===== src/rtl/load_store_unit_pkg.sv =====
// Shared RV32I load/store definitions: funct3 size codes and the LSU state encoding.
package riscv_structures;

    localparam logic [2:0] F3_B  = 3'b000;
    localparam logic [2:0] F3_H  = 3'b001;
    localparam logic [2:0] F3_W  = 3'b010;
    localparam logic [2:0] F3_BU = 3'b100;
    localparam logic [2:0] F3_HU = 3'b101;

    typedef enum logic [1:0] {
        IDLE   = 2'd0,
        ACCESS = 2'd1,
        WRITE  = 2'd2
    } lsu_state_e;

endpackage


===== src/rtl/load_store_unit_lsu_byte_lane.sv =====
// Combinational byte/half lane logic: extracts and extends load data, and merges
// sub-word store data into a read word for the read-modify-write path.
module lsu_byte_lane
    import riscv_structures::*;
(
    input  logic [2:0]  i_funct3,
    input  logic [1:0]  i_lane,
    input  logic [31:0] i_rdata,
    input  logic [31:0] i_wdata,
    output logic [31:0] o_load_data,
    output logic [31:0] o_merged
);

    logic [7:0]  w_byte;
    logic [15:0] w_half;

    always_comb begin
        w_byte = 8'h00;
        case (i_lane)
            2'd0: w_byte = i_rdata[7:0];
            2'd1: w_byte = i_rdata[15:8];
            2'd2: w_byte = i_rdata[23:16];
            default: w_byte = i_rdata[31:24];
        endcase
        w_half = i_lane[1] ? i_rdata[31:16] : i_rdata[15:0];

        o_load_data = i_rdata;
        case (i_funct3)
            F3_B:    o_load_data = {{24{w_byte[7]}}, w_byte};
            F3_BU:   o_load_data = {24'h000000, w_byte};
            F3_H:    o_load_data = {{16{w_half[15]}}, w_half};
            F3_HU:   o_load_data = {16'h0000, w_half};
            default: o_load_data = i_rdata;
        endcase

        // Store size comes from funct3[1:0]; only byte and half reach the merge.
        o_merged = i_rdata;
        if (i_funct3[1:0] == 2'b00) begin
            case (i_lane)
                2'd0: o_merged[7:0]   = i_wdata[7:0];
                2'd1: o_merged[15:8]  = i_wdata[7:0];
                2'd2: o_merged[23:16] = i_wdata[7:0];
                default: o_merged[31:24] = i_wdata[7:0];
            endcase
        end else if (i_lane[1]) begin
            o_merged[31:16] = i_wdata[15:0];
        end else begin
            o_merged[15:0] = i_wdata[15:0];
        end
    end

endmodule


===== src/rtl/load_store_unit.sv =====
// RV32I load/store unit driving a word-only memory (combinational read, synchronous write).
// Define LSU_BOUNDS_CHECK_EN to reject accesses whose word index is >= MEM_WORDS.
module load_store_unit
    import riscv_structures::*;
#(
    parameter int MEM_WORDS = 255
) (
    input  logic        clk,
    input  logic        rst,
    input  logic        req_valid,
    output logic        req_ready,
    input  logic        req_we,
    input  logic [2:0]  req_funct3,
    input  logic [31:0] req_addr,
    input  logic [31:0] req_wdata,
    output logic        resp_valid,
    output logic        resp_err,
    output logic [31:0] resp_rdata,
    output logic [31:0] mem_address,
    output logic [31:0] mem_write_data,
    output logic        mem_write_enable,
    input  logic [31:0] mem_read_data
);

`ifdef LSU_BOUNDS_CHECK_EN
    localparam bit BOUNDS_EN = 1'b1;
`else
    localparam bit BOUNDS_EN = 1'b0;
`endif

    lsu_state_e  r_state;
    logic        r_we;
    logic [2:0]  r_f3;
    logic [31:0] r_addr;
    logic [31:0] r_wdata;
    logic [31:0] r_merged;
    logic        r_resp_valid;
    logic        r_resp_err;
    logic [31:0] r_resp_rdata;

    logic        w_misaligned;
    logic        w_invalid;
    logic        w_oob;
    logic        w_err;
    logic [31:0] w_load_data;
    logic [31:0] w_merged;

    assign w_misaligned = ((r_f3[1:0] == 2'b01) && r_addr[0]) ||
                          ((r_f3[1:0] == 2'b10) && (r_addr[1:0] != 2'b00));
    assign w_invalid    = r_we ? (r_f3 > F3_W) : ((r_f3 == 3'b011) || (r_f3[2:1] == 2'b11));
    assign w_oob        = BOUNDS_EN && ({2'b00, r_addr[31:2]} >= 32'(MEM_WORDS));
    assign w_err        = w_misaligned || w_invalid || w_oob;

    lsu_byte_lane u_lane (
        .i_funct3    (r_f3),
        .i_lane      (r_addr[1:0]),
        .i_rdata     (mem_read_data),
        .i_wdata     (r_wdata),
        .o_load_data (w_load_data),
        .o_merged    (w_merged)
    );

    // Write strobe is decoded from state so an asynchronous reset kills it immediately.
    assign req_ready        = (r_state == IDLE);
    assign mem_address      = {r_addr[31:2], 2'b00};
    assign mem_write_enable = (r_state == WRITE) ||
                              ((r_state == ACCESS) && r_we && !w_err && (r_f3 == F3_W));
    assign mem_write_data   = (r_state == WRITE) ? r_merged : r_wdata;
    assign resp_valid       = r_resp_valid;
    assign resp_err         = r_resp_err;
    assign resp_rdata       = r_resp_rdata;

    always_ff @(posedge clk or posedge rst) begin
        if (rst) begin
            r_state      <= IDLE;
            r_we         <= 1'b0;
            r_f3         <= 3'b000;
            r_addr       <= 32'h0;
            r_wdata      <= 32'h0;
            r_merged     <= 32'h0;
            r_resp_valid <= 1'b0;
            r_resp_err   <= 1'b0;
            r_resp_rdata <= 32'h0;
        end else begin
            r_resp_valid <= 1'b0;
            r_resp_err   <= 1'b0;
            r_resp_rdata <= 32'h0;
            case (r_state)
                IDLE: begin
                    if (req_valid) begin
                        r_we    <= req_we;
                        r_f3    <= req_funct3;
                        r_addr  <= req_addr;
                        r_wdata <= req_wdata;
                        r_state <= ACCESS;
                    end
                end
                ACCESS: begin
                    if (w_err) begin
                        r_resp_valid <= 1'b1;
                        r_resp_err   <= 1'b1;
                        r_state      <= IDLE;
                    end else if (!r_we) begin
                        r_resp_valid <= 1'b1;
                        r_resp_rdata <= w_load_data;
                        r_state      <= IDLE;
                    end else if (r_f3 == F3_W) begin
                        r_resp_valid <= 1'b1;
                        r_state      <= IDLE;
                    end else begin
                        r_merged <= w_merged;
                        r_state  <= WRITE;
                    end
                end
                WRITE: begin
                    r_resp_valid <= 1'b1;
                    r_state      <= IDLE;
                end
                default: r_state <= IDLE;
            endcase
        end
    end

endmodule

===== config.mk =====
export PLATFORM = sky130hd
export DESIGN_NAME = load_store_unit
export DESIGN_NICKNAME = d
export VERILOG_FILES = /design/src/rtl/load_store_unit_pkg.sv /design/src/rtl/load_store_unit_lsu_byte_lane.sv /design/src/rtl/load_store_unit.sv
export SDC_FILE = /design/constraint.sdc
export NUM_CORES = 1
export LEC_CHECK = 0
export ABC_CLOCK_PERIOD_IN_PS = 8900
export CORE_MARGIN = 4
export CORE_UTILIZATION = 45
export CTS_BUF_LIST = sky130_fd_sc_hd__clkbuf_2
export DETAILED_ROUTE_END_ITERATION = 16
export PLACE_DENSITY_LB_ADDON = 0.2
export REMOVE_ABC_BUFFERS = 1
export SETUP_SLACK_MARGIN = 0.5
export SYNTH_ARGS = -nofsm -noshare
export SYNTH_HDL_FRONTEND = slang
export SYNTH_SLANG_ARGS = --single-unit

===== constraint.sdc =====
create_clock -name clk -period 8.9 [get_ports clk]
set_clock_uncertainty 0.05 [all_clocks]
set_input_delay 1.335 -clock clk [delete_from_list [all_inputs] [get_ports clk]]
set_output_delay 1.335 -clock clk [all_outputs]
set_load 0.01 [all_outputs]

---- After elaboration in Yosys (flattened, before gate mapping) ----
Cells that the tools add are included.
word-level totals
  output and inout bits ................... 100
  bits in registers ....................... 136
operators by class
  mux-type cells .......................... 26
  equal/unequal tests ..................... 13
  bitwise logic cells ..................... 2
  reduce and logical (&&, ||, !) cells .... 18
  magnitude comparators ................... 1
operators by type and width
  operator                                             count
  2-to-1 mux 32 bit                                    5
  case mux 32 bit (4 select lines)                     1
  2-to-1 mux 16 bit                                    3
  2-to-1 mux 8 bit                                     4
  case mux 8 bit (3 select lines)                      1
  == test 2 bit (second input constant)                4
  2-to-1 mux 2 bit                                     4
  == test 2 x 1 -> 1 bit (second input constant)       3
  == test 3 x 2 -> 1 bit (second input constant)       2
  == test 3 bit (second input constant)                2
  zero test 2 bit                                      3
  2-to-1 mux 1 bit                                     6
  logical AND 1 bit                                    5
  logical OR 1 bit                                     4
  case mux 2 bit (2 select lines)                      1
  AND reduction 4 bit                                  1
  == test 3 x 1 -> 1 bit (second input constant)       1
  > comparator 3 x 2 -> 1 bit (second input constant)  1
  zero test 3 bit                                      1
  OR reduction 3 bit                                   1
  != test 2 bit (second input constant)                1
  NOT 1 bit                                            2
  case mux 1 bit (2 select lines)                      1
  AND reduction 2 bit                                  1
  other kinds (2)                                      2

---- Longest topological paths before layout ----
  depth after elaboration ................. 8
  mapped depth ............................ 8

---- Cells and area by module ----
A second synthesis with hierarchy kept.
second synthesis, totals
  cell total of the unflattened synthesis .. 544
  area, all modules ....................... 7046.8 um^2
by module, submodules not included
  module           area each (um^2)  instances  cells each  seq. area each (um^2)
  load_store_unit  5612.9            1          374         3403.3
  lsu_byte_lane    1433.9            1          170         0.0

---- Worst setup path after synthesis ----
OpenSTA, ideal clock, no wires.
  kind .................................... register to output
  from .................................... register r_state[0]
  to ...................................... output port mem_write_data[10]
  required time ........................... 7.515 ns
  arrival ................................. 1.563 ns
  cell stages (with the launch flop) ...... 6
  path slack .............................. 5.952 ns
  cells stage by stage .................... dfrtp_1 > inv_1 > ha_1 > clkbuf_1 > clkbuf_1 > mux2_2
between the ends
  longest elaborated chain between the ends .. 2
RTL lines
  what                    line                    RTL
  from (decl)             load_store_unit.sv:31   lsu_state_e r_state;
  from (signal assigned)  load_store_unit.sv:75   r_state <= IDLE;
  from (signal assigned)  load_store_unit.sv:95   r_state <= ACCESS;
  from (signal assigned)  load_store_unit.sv:102  r_state <= IDLE;
  == test 2 bit           load_store_unit.sv:68   assign mem_write_data = (r_state == WRITE) ? r_merged : r_wdata;
  2-to-1 mux 32 bit       load_store_unit.sv:68
  to (decl)               load_store_unit.sv:20   output logic [31:0] mem_write_data,
No other way between the ends.

---- Worst setup path in the final report ----
  from .................................... register r_state[0]
  to ...................................... output port mem_write_data[8]
The elaborated chain is that of the path after synthesis.

==> impl_metrics.env <==
export IMPL_place_congestion=0.794
export IMPL_period_needed_ps=4350
export IMPL_final_net_count=831
export IMPL_tns_ps=0
export IMPL_switchingPower_mw=1.15
export IMPL_cts_root_buf="clkbuf_2"
export IMPL_grt_pass1_vias=5094
export IMPL_fin_total_pwr_mw=2.98
export IMPL_port_buffers=200
export IMPL_avgSynthCellArea_um2=11.4
export IMPL_yosysSeqAreaShare=0.523
export IMPL_setup_worst_path_start_class="register"
export IMPL_layout_drive_gt1_share=0.222
export IMPL_drtIter0Drc=378
export IMPL_fp_dieH_um=128
export IMPL_arrival_ps=2960
export IMPL_clockBufferDepth=2
export IMPL_clk_latency_ps=710
export IMPL_viasPerCell=5.35
export IMPL_final_hold_violation_count=0
export IMPL_ir_drop_mv=0.191
export IMPL_critPathRequiredTime_ps=7520
export IMPL_p_int_mw=1.83
export IMPL_grt_usage=0.220
export IMPL_synth_seq_cells=136
export IMPL_power_frac_seq=0.360
export IMPL_slew_headroom=0.260
export IMPL_power_leakage_nw=3.72
export IMPL_gr_usage_met3=0.0467
export IMPL_maxCapViolCount=0
export IMPL_area_growth_pct=32.1
export IMPL_finalMaxSlewViolations=0
export IMPL_synth_cells=570
export IMPL_core_area_mm2=0.0140
export IMPL_hold_buffers=0
export IMPL_routed_wirelength_mm=18.3
export IMPL_grt_ovfl_total=0
export IMPL_antenna_found_initial=1
export IMPL_ys_warn_count=0
export IMPL_avgRoutedWirePerCell_um=19.9
export IMPL_endpoint_kind="output pin"
export IMPL_die_x_um=128
export IMPL_status="finished clean"
export IMPL_grtUsageMet2=0.367
export IMPL_drt_first_pass_iters=5
export IMPL_clock_fmax_mhz=230
export IMPL_hpwl_mm=12.5
export IMPL_critPathKind="reg -> out"
export IMPL_clkPwrFrac=0.116
export IMPL_drtAntennaViolNets=0
export IMPL_grt_pass1_wl_mm=27.5
export IMPL_rsz0062_at_grt="no"
export IMPL_drc=0
export IMPL_power_density_mw_per_mm2=346
export IMPL_path_max_fanout=34
export IMPL_cts_sinks=136
export IMPL_worstMarginPinSlew_ps=1110
export IMPL_setup_violations=0
export IMPL_use_met1=0.271
export IMPL_grt_busiest_layer="met2"
export IMPL_post_cts_buffers=0
export IMPL_ios=203
export IMPL_cts_tree="done"
export IMPL_grt_max_degree=87
export IMPL_synth_distinct_cells=36
export IMPL_start_util=0.464
export IMPL_htree_levels=4
export IMPL_switching_share=0.387
export IMPL_synth_area_mm2=0.00651
export IMPL_clkSlewWorstSetupHoldPaths_ps=170
export IMPL_min_path_type="reg -> reg"
export IMPL_p_comb_frac=0.524
export IMPL_vias=4918
export IMPL_row_count=43
export IMPL_fin_crit_sh=0.489
export IMPL_numCtsBuffers=17
export IMPL_dieArea_mm2=0.0165
export IMPL_cts_resized=0
==> Yosys cell counts (all sizes together) <==
library cell	n	area, um2
a2111oi	2	17.5
a21o	4	30.0
a21oi	26	171
a221o	4	40.0
a221oi	9	78.8
a31oi	3	18.8
and3	1	6.26
buf	47	322
clkbuf	23	86.3
conb	1	3.75
dfrtp	136	3400
ha	3	37.5
inv	30	113
mux2	108	1220
mux2i	17	170
mux4	1	22.5
nand2	51	191
nand2b	4	25.0
nand3	4	20.0
nand3b	1	7.51
nor2	9	33.8
nor2b	10	62.6
nor3	1	5.00
o21a	1	7.51
o21ai	50	250
o221a	3	33.8
o22ai	17	106
o31ai	1	7.51
or2	1	6.26
or3	1	6.26
or4	1	11.3
==> worst max-delay path, cell delays in order (launching register included) <==
cell and delay [ps]:
dfrtp_1 440, inv_1 90, ha_2 810, mux2_2 420, clkdlybuf4s50_1 490
==> worst paths after layout <==
path / to / slack [ps] / cells past startpoint / start
worst max-delay path: mem_write_data[8] / 4550 / 4 / r_state[0]$_DFFE_PP0P_
worst min-delay path: r_merged[17]$_DFFE_PP0P_ / 450 / 2 / r_merged[17]$_DFFE_PP0P_
worst max register to register: resp_rdata[31]$_DFF_PP0_ / 5730 / 5 / r_f3[1]$_DFFE_PP0P_
worst min register to register: r_merged[17]$_DFFE_PP0P_ / 450 / 2 / r_merged[17]$_DFFE_PP0P_
max in group asynchronous: r_f3[1]$_DFFE_PP0P_ / 6520 / 3 / rst
min in group asynchronous: r_addr[5]$_DFFE_PP0P_ / 1070 / 2 / rst
==> cell usage in the layout, fill, tap and decap left out, types with 2 or more instances in the layout <==
cell	synthesis	layout
a21oi_2	11	11
dfrtp_1	136	135
o221a_2	3	3
mux2_2	108	108
a221oi_1	9	9
a221o_1	4	3
a21oi_1	15	15
nand2b_1	4	4
nand2_1	51	50
nand3_1	4	4
a31oi_1	3	3
a21o_1	4	4
a2111oi_0	2	2
nor2_1	9	9
ha_1	3	2
o22ai_1	17	17
clkdlybuf4s50_1	0	200
clkinv_2	0	6
mux2i_1	17	17
buf_4	32	5
inv_1	30	29
clkinv_1	0	3
conb_1	1	2
bufinv_16	0	2
nor2b_1	10	10
clkbuf_2	0	20
o21ai_0	32	32
o21ai_1	18	18
==> layout make-up <==
type                       instances  area, um2
clock buffer                      20        100
tap                              180        225
fill                            1146       5440
clock inverter                    12        109
timing repair buffer             205       2040
inverter                          30        118
antenna                            1       2.50
multi-input combinational        335       2600
sequential                       136       3400
==> layer usage <==
metal	vias to the layer above	share of wire
li1	2268	-
met1	2404	0.40
met2	208	0.51
met3	38	0.062
met4	0	0.030
met5	-	0
==> through the flow <==
| stage | instance area (um2) | cells | hold WS [ps] | util | setup slack [ps] |
|---|---|---|---|---|---|
| after floorplan | 6110 | 501 | 394 | - | 3880 |
| after global placement | 8390 | 886 | 416 | 0.597 | 5310 |
| after detailed placement | 8390 | 886 | 423 | 0.597 | 5290 |
| after CTS | 8600 | 918 | 461 | 0.612 | 4430 |
| after global routing | 8600 | 919 | 479 | 0.612 | 4360 |
| final | 8600 | 919 | 454 | 0.612 | 4550 |
==> registers in the layout, summed over array words and instances (netlist names) <==
name / count
r_merged: 32
resp_err: 1
resp_valid: 1
resp_rdata: 32
r_we: 1
r_state: 2
r_f3: 3
r_wdata: 32
r_addr: 32
==> logic make-up (layout without fill, tap and decap cells) <==
group	after synthesis	after routing	synth area share
flops	136	136	0.523
other cells	1	3	0.000576
simple gates	84	84	0.0576
buf+inv	100	267	0.0799
compound gates	120	120	0.117
fa+ha+maj	3	3	0.00577
mux	126	126	0.216
==> power groups by stage <==
stage | sequential [mW] | clock [mW] | combinational, mW
final | 1.07 | 0.346 | 1.56
after global routing | 1.10 | 0.380 | 1.68
after CTS | 1.07 | 0.354 | 1.57
after detailed placement | 1.09 | 0 | 1.56
after global placement | 1.07 | 0 | 1.52
after floorplan | 1.12 | 0 | 0.788
Power figures use the tool's default switching activity.
